<file path="config.mk">
export PLATFORM = sky130hd
export DESIGN_NAME = lock_key_loader
export DESIGN_NICKNAME = d
export VERILOG_FILES = /design/src/rtl/lock_key_loader.sv
export SDC_FILE = /design/constraint.sdc
export NUM_CORES = 1
export LEC_CHECK = 0
export ABC_CLOCK_PERIOD_IN_PS = 2500
export CORE_ASPECT_RATIO = 1.2
export CORE_MARGIN = 2
export CORE_UTILIZATION = 28
export CTS_CLUSTER_DIAMETER = 50
export DETAILED_ROUTE_END_ITERATION = 8
export HOLD_SLACK_MARGIN = 0.15
export PLACE_DENSITY = 0.48
export REMOVE_ABC_BUFFERS = 1
export SYNTH_ARGS = -nofsm -noshare
export SYNTH_HDL_FRONTEND = slang
export SYNTH_SLANG_ARGS = --single-unit
</file>
<file path="constraint.sdc">
create_clock -name clk -period 2.5 [get_ports clk]
set_clock_uncertainty 0.1 [all_clocks]
set_input_delay 0.5 -clock clk [delete_from_list [all_inputs] [get_ports clk]]
set_output_delay 0.5 -clock clk [all_outputs]
set_load 0.005 [all_outputs]
</file>
<file path="src/rtl/lock_key_loader.sv">
// lock_key_loader: takes a key MSB-first over valid/ready, checks it against ALLOW_MASK, and drives the registered key bus D.
// Latency: D/key_valid update KEY_W+1 edges after the load_start edge when bits arrive back to back.
// Backpressure: key_bit_ready is high only in SHIFT, so IDLE/CHECK/ARMED stall the sender; the bus only ever shows DEFAULT_KEY or a checked code.
module lock_key_loader #(
  parameter int                  KEY_W       = 2,
  parameter logic [2**KEY_W-1:0] ALLOW_MASK  = 4'b0111,
  parameter logic [KEY_W-1:0]    DEFAULT_KEY = '0,
  parameter int                  TIMEOUT     = 16
) (
  input  logic             clk,
  input  logic             rst_n,
  input  logic             load_start,
  input  logic             key_bit,
  input  logic             key_bit_valid,
  output logic             key_bit_ready,
  output logic [KEY_W-1:0] D,
  output logic             key_valid,
  output logic             key_err,
  output logic             busy
);

  localparam int               CNT_W    = $clog2(KEY_W + 1);
  localparam logic [CNT_W-1:0] LAST_BIT = CNT_W'(KEY_W - 1);
  localparam logic [7:0]       TO_LAST  = 8'(TIMEOUT - 1);

  typedef enum logic [1:0] {IDLE, SHIFT, CHECK, ARMED} state_t;

  state_t           state;
  logic [CNT_W-1:0] bit_cnt;
  logic [7:0]       idle_cnt;
  logic [KEY_W-1:0] shreg;
  logic             accept;

  // Ready depends only on state, so the sender sees it in the same cycle.
  assign key_bit_ready = (state == SHIFT);
  assign accept        = key_bit_ready & key_bit_valid;

  // Load sequencer: the partial key lives only in shreg; D changes solely in CHECK or on a (re)load.
  always_ff @(posedge clk or negedge rst_n) begin
    if (!rst_n) begin
      state     <= IDLE;
      bit_cnt   <= '0;
      idle_cnt  <= '0;
      shreg     <= '0;
      D         <= DEFAULT_KEY;
      key_valid <= 1'b0;
      key_err   <= 1'b0;
      busy      <= 1'b0;
    end else begin
      case (state)
        IDLE, ARMED: begin
          if (load_start) begin
            state     <= SHIFT;
            bit_cnt   <= '0;
            idle_cnt  <= '0;
            shreg     <= '0;
            key_err   <= 1'b0;
            key_valid <= 1'b0;
            D         <= DEFAULT_KEY;
            busy      <= 1'b1;
          end
        end
        SHIFT: begin
          if (load_start) begin
            // Restart wins over a bit offered in the same cycle.
            bit_cnt  <= '0;
            idle_cnt <= '0;
            shreg    <= '0;
          end else if (accept) begin
            shreg    <= {shreg[KEY_W-2:0], key_bit};
            bit_cnt  <= bit_cnt + CNT_W'(1);
            idle_cnt <= '0;
            if (bit_cnt == LAST_BIT) begin
              state <= CHECK;
            end
          end else if (idle_cnt == TO_LAST) begin
            // This edge completes the last allowed idle cycle.
            state    <= IDLE;
            idle_cnt <= '0;
            key_err  <= 1'b1;
            busy     <= 1'b0;
          end else begin
            idle_cnt <= idle_cnt + 8'd1;
          end
        end
        CHECK: begin
          busy <= 1'b0;
          if (ALLOW_MASK[shreg]) begin
            state     <= ARMED;
            D         <= shreg;
            key_valid <= 1'b1;
          end else begin
            state   <= IDLE;
            key_err <= 1'b1;
            D       <= DEFAULT_KEY;
          end
        end
        default: state <= IDLE;
      endcase
    end
  end

endmodule

</file>
==> impl_results.md <==
* Row count at 25
* Drt pass-1 iters at 5
* Io pins at 11
* Bufs on Longest Clock Path at 2
* Slew Viols, Final at 0
* Clock Pin Slew Worst Setup and Hold Paths at approximately 0.070 ns
* Vias in the first global route at around 900
* Period Utilization, post-route at between 90% and 100%
* Mapped Cells at between 100 and 150
* Share of post-route cells with drive strength above 1 at a little under an eighth
* Post-CTS sizing at 0
* # diodes at 0
* Antenna Violating Nets Remaining at 0
* Ys flop type: dfrtp_1
* Vias/cell at between 4 and 5
* Routability congestion estimate at approximately 0.68
* RSZ-0062 raised after global routing: no
* Synthesis-to-finish area growth at 19.5%
* I/O Buffers at 10
* Setup CP Type: flip-flop to output pin
* GRT Util Overall at approximately an eighth
* Synth async-reset ratio at between 90% and 100%
* Worst r2r path cells at 6
* Largest area contributor in the netlist: dfrtp_1
* Postcts setup bufs at 0
* CTS Hold Buffers Added at 0
* HP Class: flip-flop to flip-flop
* Required time worst endpoint at about 1.9 ns
* Largest net degree at the start of global routing at 20
* Area of the core at slightly below 4000 um2
* Slew headroom at 71.2%
* Initial Utilization at 28.6%
* Die W at a little over 60 um
* Initial antenna violation count at 0
* Total Wirelength at 2.30 mm
* H-tree depth at 1
* Die height at around 73 um
* Fmax at 434 MHz
* Filler cells at between 400 and 500
* Final Hold Vio Count at 0
* Worst Path Arrival at ~1.7 ns
* CP Launch Type: flip-flop
* Synth unique cells at around 40
* Reg-to-reg startpoint: state[1]
* Final setup fails at 0
* Setup crit start: state[1]
* First-pass GRT wire length at about 4.0 mm
* Global route overflow at 0
* R2r endpoint: idle_cnt[3]
* Final Critical Period at 2.31 ns
* Later-pin clock latency in the skew report at about 0.25 ns
* R2R setup slack at around 0.44 ns
* Max-Cap Viols at 0
* PD cells at 887 nW/um2
* Die area at 4480 um2
* Crit. End Element: output pin
* Nets at roughly 140
* Hold Slack at about 0.40 ns
* Starting DRT DRC Count at 39
* VDD IR-drop max at between 0.0005 and 0.0006 V
* End of the critical path: key_bit_ready
* CTS tree: done
* Root Driver: clkbuf_8
* Final HPWL DP at about 1.7 mm
* Yosys Warn Count at 0
* Worst Tran Pin Value at around 0.43 ns
* Fin Setup TNS at 0 ns
* Wire per inst at 12.5 um
* Inserted Clock Buffers at 3
* Mapped cell area at 1110 um2
* DR vias at between 900 and 1000
* Sequential area share after synthesis at 42.9%
* Post-synth EDFFs at 0
* Synth Area per Inst at about 9.6 um2
* Leak at between 0.5 and 0.6 nW
* # DRC at 0
* Outcome: completed
* Synth top area cells: dfrtp_1, ha_1, o21ai_1
* Top-area cell type share of the netlist area at 42.9%
* Flops & latches, synth at 19
* Crit-path max FO at 12
* Clock sink count at 19
==> final cells by class <==
cell class / count / area (um2) / area share (%)
timing repair buffer: 13 / 123 / 9.25
clock buffer: 4 / 45.0 / 3.40
inverter: 7 / 26.3 / 1.98
multi-input combinational: 86 / 588 / 44.4
sequential: 19 / 475 / 35.9
tap: 54 / 67.6 / 5.10
==> worst max-delay path: stages, from the launching register on <==
cell and delay (ns):
dfrtp_1 0.39, inv_1 0.06, ha_1 0.41, clkdlybuf4s50_1 0.59
==> synthesized netlist by cell type, types with 3 or more instances <==
| cell type | n |
|---|---|
| buf_2 | 3 |
| ha_1 | 4 |
| nand2_1 | 13 |
| nand3_1 | 3 |
| dfrtp_1 | 19 |
| inv_1 | 6 |
| a21boi_1 | 3 |
| nor2_1 | 6 |
| nand2b_1 | 4 |
| o21ai_1 | 10 |
| o41ai_1 | 3 |
| o21ai_0 | 3 |
| a21oi_1 | 7 |
==> routing by layer <==
layer	track usage [%]	wire [um]	vias to the layer above
li1	-	-	445
met1	15.2	1050	445
met2	19.4	1140	12
met3	2.13	59	4
met4	4.96	40	0
met5	0	0	-
==> cells by family (layout without fill, tap and decap cells) <==
logic type	after synthesis	count (layout)	synth area share, %
adders and majority gates	4	4	4.51
and+or+nand+nor	38	38	19.1
buffers and inverters	11	24	4.06
xor gates and xnor gates	1	1	0.790
muxes	2	2	2.03
DFF	19	19	42.9
AOI/OAI and AO/OA	41	41	26.6
==> per-stage QoR <==
stage                     cell area (um2)  total power [W]  setup WS (ns)  utilization [%]  instances
after floorplan                      1090         0.000782          0.656                -        112
after global placement               1280         0.000963          0.274             33.0        179
after detailed placement             1280         0.000973          0.238             33.0        179
after CTS                            1330          0.00120          0.173             34.2        183
after global routing                 1330          0.00128         0.0856             34.2        183
final                                1330          0.00117          0.194             34.2        183
==> flip-flops by register name, indices dropped and copies added (netlist names) <==
| signal | cells |
|---|---|
| idle_cnt | 8 |
| D | 2 |
| bit_cnt | 2 |
| shreg | 2 |
| state | 2 |
| busy | 1 |
| key_err | 1 |
| key_valid | 1 |
==> how the worst min path moves through the flow <==
stage / slack [ns] / from / cells after the start / end
6_report: 0.40 / D[1] / 2 / D[1]
5_1_grt: 0.43 / D[1] / 2 / D[1]
4_1_cts: 0.41 / bit_cnt[1] / 2 / bit_cnt[1]
3_5_place_dp: 0.39 / bit_cnt[1] / 2 / bit_cnt[1]
3_3_place_gp: 0.37 / bit_cnt[1] / 2 / bit_cnt[1]
2_1_floorplan: 0.10 / rst_n / 0 / D[0]
==> where the power goes <==
| part | internal, W | switching, W | leakage (nW) |
|---|---|---|---|
| Clock | 0.000113 | 0.0000988 | 0.0228 |
| Combinational | 0.000248 | 0.000311 | 0.274 |
| Sequential | 0.000365 | 0.0000389 | 0.257 |
| Total | 0.000726 | 0.000448 | 0.553 |
==> layout by cell type, fill, tap and decap left out, types with 4 or more instances in the layout <==
cell,Yosys,layout
dfrtp_1,19,19
nand2_1,13,13
o21ai_1,10,10
clkdlybuf4s50_1,0,10
a21oi_1,7,7
inv_1,6,6
nor2_1,6,6
nand2b_1,4,4
ha_1,4,4
Note: power is estimated with default switching activity, not from simulation.
==> variant 1: new RTL, same settings <==
Change the parameter `KEY_W` from 2 to 3.
--- a/src/rtl/lock_key_loader.sv
+++ b/src/rtl/lock_key_loader.sv
@@ -2,7 +2,7 @@
 // Latency: D/key_valid update KEY_W+1 edges after the load_start edge when bits arrive back to back.
 // Backpressure: key_bit_ready is high only in SHIFT, so IDLE/CHECK/ARMED stall the sender; the bus only ever shows DEFAULT_KEY or a checked code.
 module lock_key_loader #(
-  parameter int                  KEY_W       = 2,
+  parameter int                  KEY_W       = 3,
   parameter logic [2**KEY_W-1:0] ALLOW_MASK  = 4'b0111,
   parameter logic [KEY_W-1:0]    DEFAULT_KEY = '0,
   parameter int                  TIMEOUT     = 16
Interface: changed (resized D); port bits go from 11 to 12. No check against the original RTL was run, so the function may have changed too.
==> variant 1 against the unedited design <==
  * Routed wire length rose by 1.7%
  * Power rose by 7.9%
  * Area after synthesis rose by 3.4%
  * Largest power group unchanged
  * Global-route usage fell by 0.55 points
  * Final area rose by 4.2%
  * Sequential share of layout area rose by 2.2 points
  * Worst setup slack improved by 0.016 ns
  * Sequential cell count rose by 2
==> variant 1: results (changes against the unedited design) <==
status=finished, final reports clean; gp weighted congestion=0.707 (+3.8%); post-CTS sizing=0 (unchanged); Post-DRT Antenna Nets=0 (unchanged); Relative slew margins=57.9% (-13 points); asr flop ratio synth=100% (unchanged); Post-CTS Setup Inserts=0 (unchanged); Leak Pwr=0.612 nW (+11%); Num CTS Buffers=3 (unchanged); Place WS=0.286 ns (+0.0480 ns); GR Util All Layers=11.3% (-0.55 points); register area share after synthesis=45.9% (+3.0 points); DRT Wirelength=2.33 mm (+1.7%); count of cell types in the netlist=39 (-4.9%); vias in the first global route=881 (-4.1%); delay-heaviest family, CP=buffers and inverters; CTS clock-pin slew for the worst setup and hold paths=0.08 ns; largest registers=idle_cnt (8), D (3), shreg (3); initial antenna violation count=0 (unchanged); largest net degree at the start of global routing=22 (+10%); CP arrival=1.69 ns (-0.02 ns); Clk Latency, worst-skew pair=0.26 ns; Placed Area=0.00134 mm² (+4.3%); share of post-route cells with drive strength above 1=17.5% (+5.8 points); Final #Nets=136 (-2.2%); DP HPWL=1.71 mm (+0.15%); Via density=4.97 (+0.32%); port buffer count=11 (+1); DRT iter0 DRCs=21 (-46%); first-pass GRT wire length=4.13 mm (+2.4%); Slowest Stage Delay on Critical Path=0.58 ns; Commonest cells post-synth=21 x dfrtp_1, 11 x o21ai_0, 9 x inv_1; 1st-pass router iterations=4 (-1); # diodes=0 (unchanged); clock root buffer=clkbuf_8; synth top area cells=dfrtp_1 46%, o21ai_0 4.8%, ha_1 4.4%, nand3_1 3.5%, inv_1 2.9%; Primary FF master, synth=dfrtp_1; Worst Hold Class=reg2reg; H-tree Lvls=1 (unchanged); crit path max fanout=13 (+1); Yosys warnings=0 (unchanged); Slowest cell on crit path=clkdlybuf4s50_1; clk buf depth=2 (unchanged); maximum VDD drop=0.000378 V (-36%)
==> variant 1: final timing paths <==
kind,startpoint,end,slack [ns],cells after the start
setup / recovery,state[1],key_bit_ready,0.21,3
hold / removal,D[2],D[2],0.39,1
setup reg to reg,state[0],idle_cnt[5],0.42,6
hold reg to reg,D[2],D[2],0.39,1
max in group asynchronous,rst_n,idle_cnt[7],1.58,2
min in group asynchronous,rst_n,key_err,0.48,2
==> variant 1: per-stage QoR <==
stage          instances  utilization (%)  power, W
5_1_grt              180             35.0   0.00137
3_5_place_dp         176             33.9   0.00105
3_3_place_gp         176             33.9   0.00104
2_1_floorplan        106                -  0.000841
6_report             180             35.0   0.00127
4_1_cts              180             35.0   0.00128
==> variant 1: routing by layer <==
| metal | track usage [%] | routed length (µm) | vias up | share of wire (%) |
|---|---|---|---|---|
| met3 | 1.82 | 51 | 4 | 2.2 |
| met2 | 18.6 | 1150 | 14 | 49 |
| met4 | 5.93 | 43 | 0 | 1.8 |
| li1 | - | - | 432 | - |
| met5 | 0 | 0 | - | 0 |
| met1 | 14.6 | 1090 | 444 | 47 |
==> variant 1: layout make-up <==
cell class,count,area (µm²)
Clock buffer,4,45.0
Fill cell,443,2560
Inverter,9,33.8
Multi-Input combinational cell,76,561
Tap cell,54,67.6
Sequential cell,21,526
Timing Repair Buffer,16,148
==> variant 1: where the power goes <==
part / internal, W / total [W] / switching (W)
registers: 0.000413 / 0.000458 / 0.0000444
logic: 0.000292 / 0.000584 / 0.000292
clock network: 0.000114 / 0.000226 / 0.000113
==> variant 1: kinds of logic after synthesis <==
group / Yosys count / share of synthesized area, %
fa+ha+maj: 4 / 4.37
flops: 21 / 45.9
mux: 4 / 3.60
compound gates: 36 / 23.7
simple gates: 32 / 17.2
buf+inv: 13 / 5.24
==> variant 1: worst register-to-register path, delay by kind of cell, from the launching register on <==
| kind | cells | cell delay (ns) |
|---|---|---|
| AND/OR/NAND/NOR | 1 | 0.60 |
| adder cells (fa/ha/maj) | 1 | 0.41 |
| flip-flops | 1 | 0.35 |
| AO/OA/AOI/OAI | 2 | 0.32 |
| multiplexers | 1 | 0.15 |
| buffers and inverters | 1 | 0.06 |
==> variant 2: new RTL, config.mk and constraints unchanged <==
Without the edit above. Register the output `key_err` once more, with the module's reset; this adds one clock of latency there. The other outputs are not delayed to match.
--- a/src/rtl/lock_key_loader.sv
+++ b/src/rtl/lock_key_loader.sv
@@ -25,6 +25,8 @@
 
   typedef enum logic [1:0] {IDLE, SHIFT, CHECK, ARMED} state_t;
 
+  logic key_err_s0;
+
   state_t           state;
   logic [CNT_W-1:0] bit_cnt;
   logic [7:0]       idle_cnt;
@@ -44,7 +46,7 @@
       shreg     <= '0;
       D         <= DEFAULT_KEY;
       key_valid <= 1'b0;
-      key_err   <= 1'b0;
+      key_err_s0 <= 1'b0;
       busy      <= 1'b0;
     end else begin
       case (state)
@@ -54,7 +56,7 @@
             bit_cnt   <= '0;
             idle_cnt  <= '0;
             shreg     <= '0;
-            key_err   <= 1'b0;
+            key_err_s0 <= 1'b0;
             key_valid <= 1'b0;
             D         <= DEFAULT_KEY;
             busy      <= 1'b1;
@@ -77,7 +79,7 @@
             // This edge completes the last allowed idle cycle.
             state    <= IDLE;
             idle_cnt <= '0;
-            key_err  <= 1'b1;
+            key_err_s0 <= 1'b1;
             busy     <= 1'b0;
           end else begin
             idle_cnt <= idle_cnt + 8'd1;
@@ -91,7 +93,7 @@
             key_valid <= 1'b1;
           end else begin
             state   <= IDLE;
-            key_err <= 1'b1;
+            key_err_s0 <= 1'b1;
             D       <= DEFAULT_KEY;
           end
         end
@@ -100,5 +102,13 @@
     end
   end
 
+  always_ff @(posedge clk or negedge rst_n) begin
+    if (!rst_n) begin
+      key_err <= '0;
+    end else begin
+      key_err <= key_err_s0;
+    end
+  end
+
 endmodule
 
Formal check against the unedited RTL: not equivalent (a bounded check fails within 10 cycles, from zero or initial values and one cycle with rst_n low).
==> variant 2 against the unedited design <==
  * Final area up 4.5%
  * Maximum frequency is 5.9% higher
  * Routed wire length is 9.2% higher
  * Worst setup slack improved by 0.13 ns
  * Sequential share of layout area up 0.25 points
  * Sequential cell count increased by 1
  * Synthesized cell count up 5.2%
  * Area after synthesis up 3.8%
  * Power grew 8.8%
  * Largest cell class unchanged
==> variant 2: results (changes against the unedited design) <==
status=finished, final reports clean; CP arrival=1.58 ns (-0.13 ns); port buffer count=10 (unchanged); share of post-route cells with drive strength above 1=12.2% (+0.60 points); DP HPWL=1.91 mm (+12%); count of cell types in the netlist=37 (-9.8%); FILL cells=407 (-8.1%); Final #Nets=150 (+7.9%); flop2flop setup slack=0.70 ns (+0.26 ns); Leak Pwr=0.603 nW (+9.0%); Commonest cells post-synth=20 x dfrtp_1, 13 x o21ai_0, 12 x nand2_1; synth top area cells=dfrtp_1 43%, o21ai_0 5.7%, ha_1 5.4%, a21oi_1 4.3%, nand2_1 3.9%; largest net degree at the start of global routing=21 (+5.0%); Post-CTS Setup Inserts=0 (unchanged); cells after synthesis=122 (+5.2%); met2 WL=1.34 mm (+17%); DR vias=968 (+6.8%); CTS clock-pin slew for the worst setup and hold paths=0.08 ns; met1 wire length=1.08 mm (+2.4%); crit path max fanout=14 (+2); gp weighted congestion=0.785 (+15%); WL/cell=13.0 µm (+3.5%); vias in the first global route=951 (+3.5%); post-CTS sizing=0 (unchanged); first-pass GRT wire length=4.40 mm (+9.1%); Worst Hold Class=reg2reg; 1st-pass router iterations=4 (-1); clock root buffer=clkbuf_8; DRT iter0 DRCs=55 (+41%); register area share after synthesis=43.5% (+0.59 points); GR Util All Layers=12.0% (+0.13 points); Min Hold Slack=0.311 ns (-0.0901 ns); worst slew pin tran=0.523 ns (+0.0902 ns); max reg flops=8 (unchanged); routed wl met3=72 µm (+22%); maximum VDD drop=0.000227 V (-62%)
==> variant 2: cells by family after synthesis <==
| group | Yosys count | synth area share, % |
|---|---|---|
| mux | 4 | 3.59 |
| buf+inv | 11 | 5.87 |
| simple gates | 42 | 18.7 |
| xor+xnor | 1 | 0.761 |
| flops | 20 | 43.5 |
| fa+ha+maj | 5 | 5.43 |
| compound gates | 39 | 22.2 |
==> variant 2: layout make-up <==
| class | instances | share of cell area, % |
|---|---|---|
| clock buffer | 4 | 3.97 |
| inverter | 7 | 1.90 |
| multi-input combinational | 91 | 42.1 |
| sequential | 20 | 36.1 |
| tap | 54 | 4.88 |
| timing repair buffer | 17 | 11.0 |
==> variant 2: per-layer routing <==
layer  GRT usage [%]  vias up
met3            2.12        2
met4            4.44        0
met2            22.5       15
met5               0        -
met1            13.9      473
li1                -      478
==> variant 2: per-stage QoR <==
step                worst slack, ns  area [µm²]
CTS                           0.303        1390
finish                        0.323        1390
detailed placement            0.336        1330
global route                  0.209        1390
floorplan                     0.742        1110
global placement              0.342        1330
==> variant 2: where the power goes <==
group | total (W) | leakage, nW | switching [W] | internal, W
combinational | 0.000579 | 0.306 | 0.000312 | 0.000266
sequential | 0.000452 | 0.268 | 0.0000526 | 0.000399
clock | 0.000247 | 0.0288 | 0.000107 | 0.000140
==> variant 2: worst paths after layout <==
path                       cells after the start       endpoint        from
max                                            4  key_bit_ready    state[1]
min                                            0        key_err  key_err_s0
min in group asynchronous                      2        key_err       rst_n
min reg2reg                                    0        key_err  key_err_s0
max in group asynchronous                      2     bit_cnt[1]       rst_n
max reg2reg                                    6    idle_cnt[5]    state[0]
==> variant 2: critical path: stages (launching register included) <==
cell and delay [ns]:
dfrtp_1 0.42, inv_1 0.07, ha_1 0.14, buf_4 0.19, clkdlybuf4s50_1 0.52
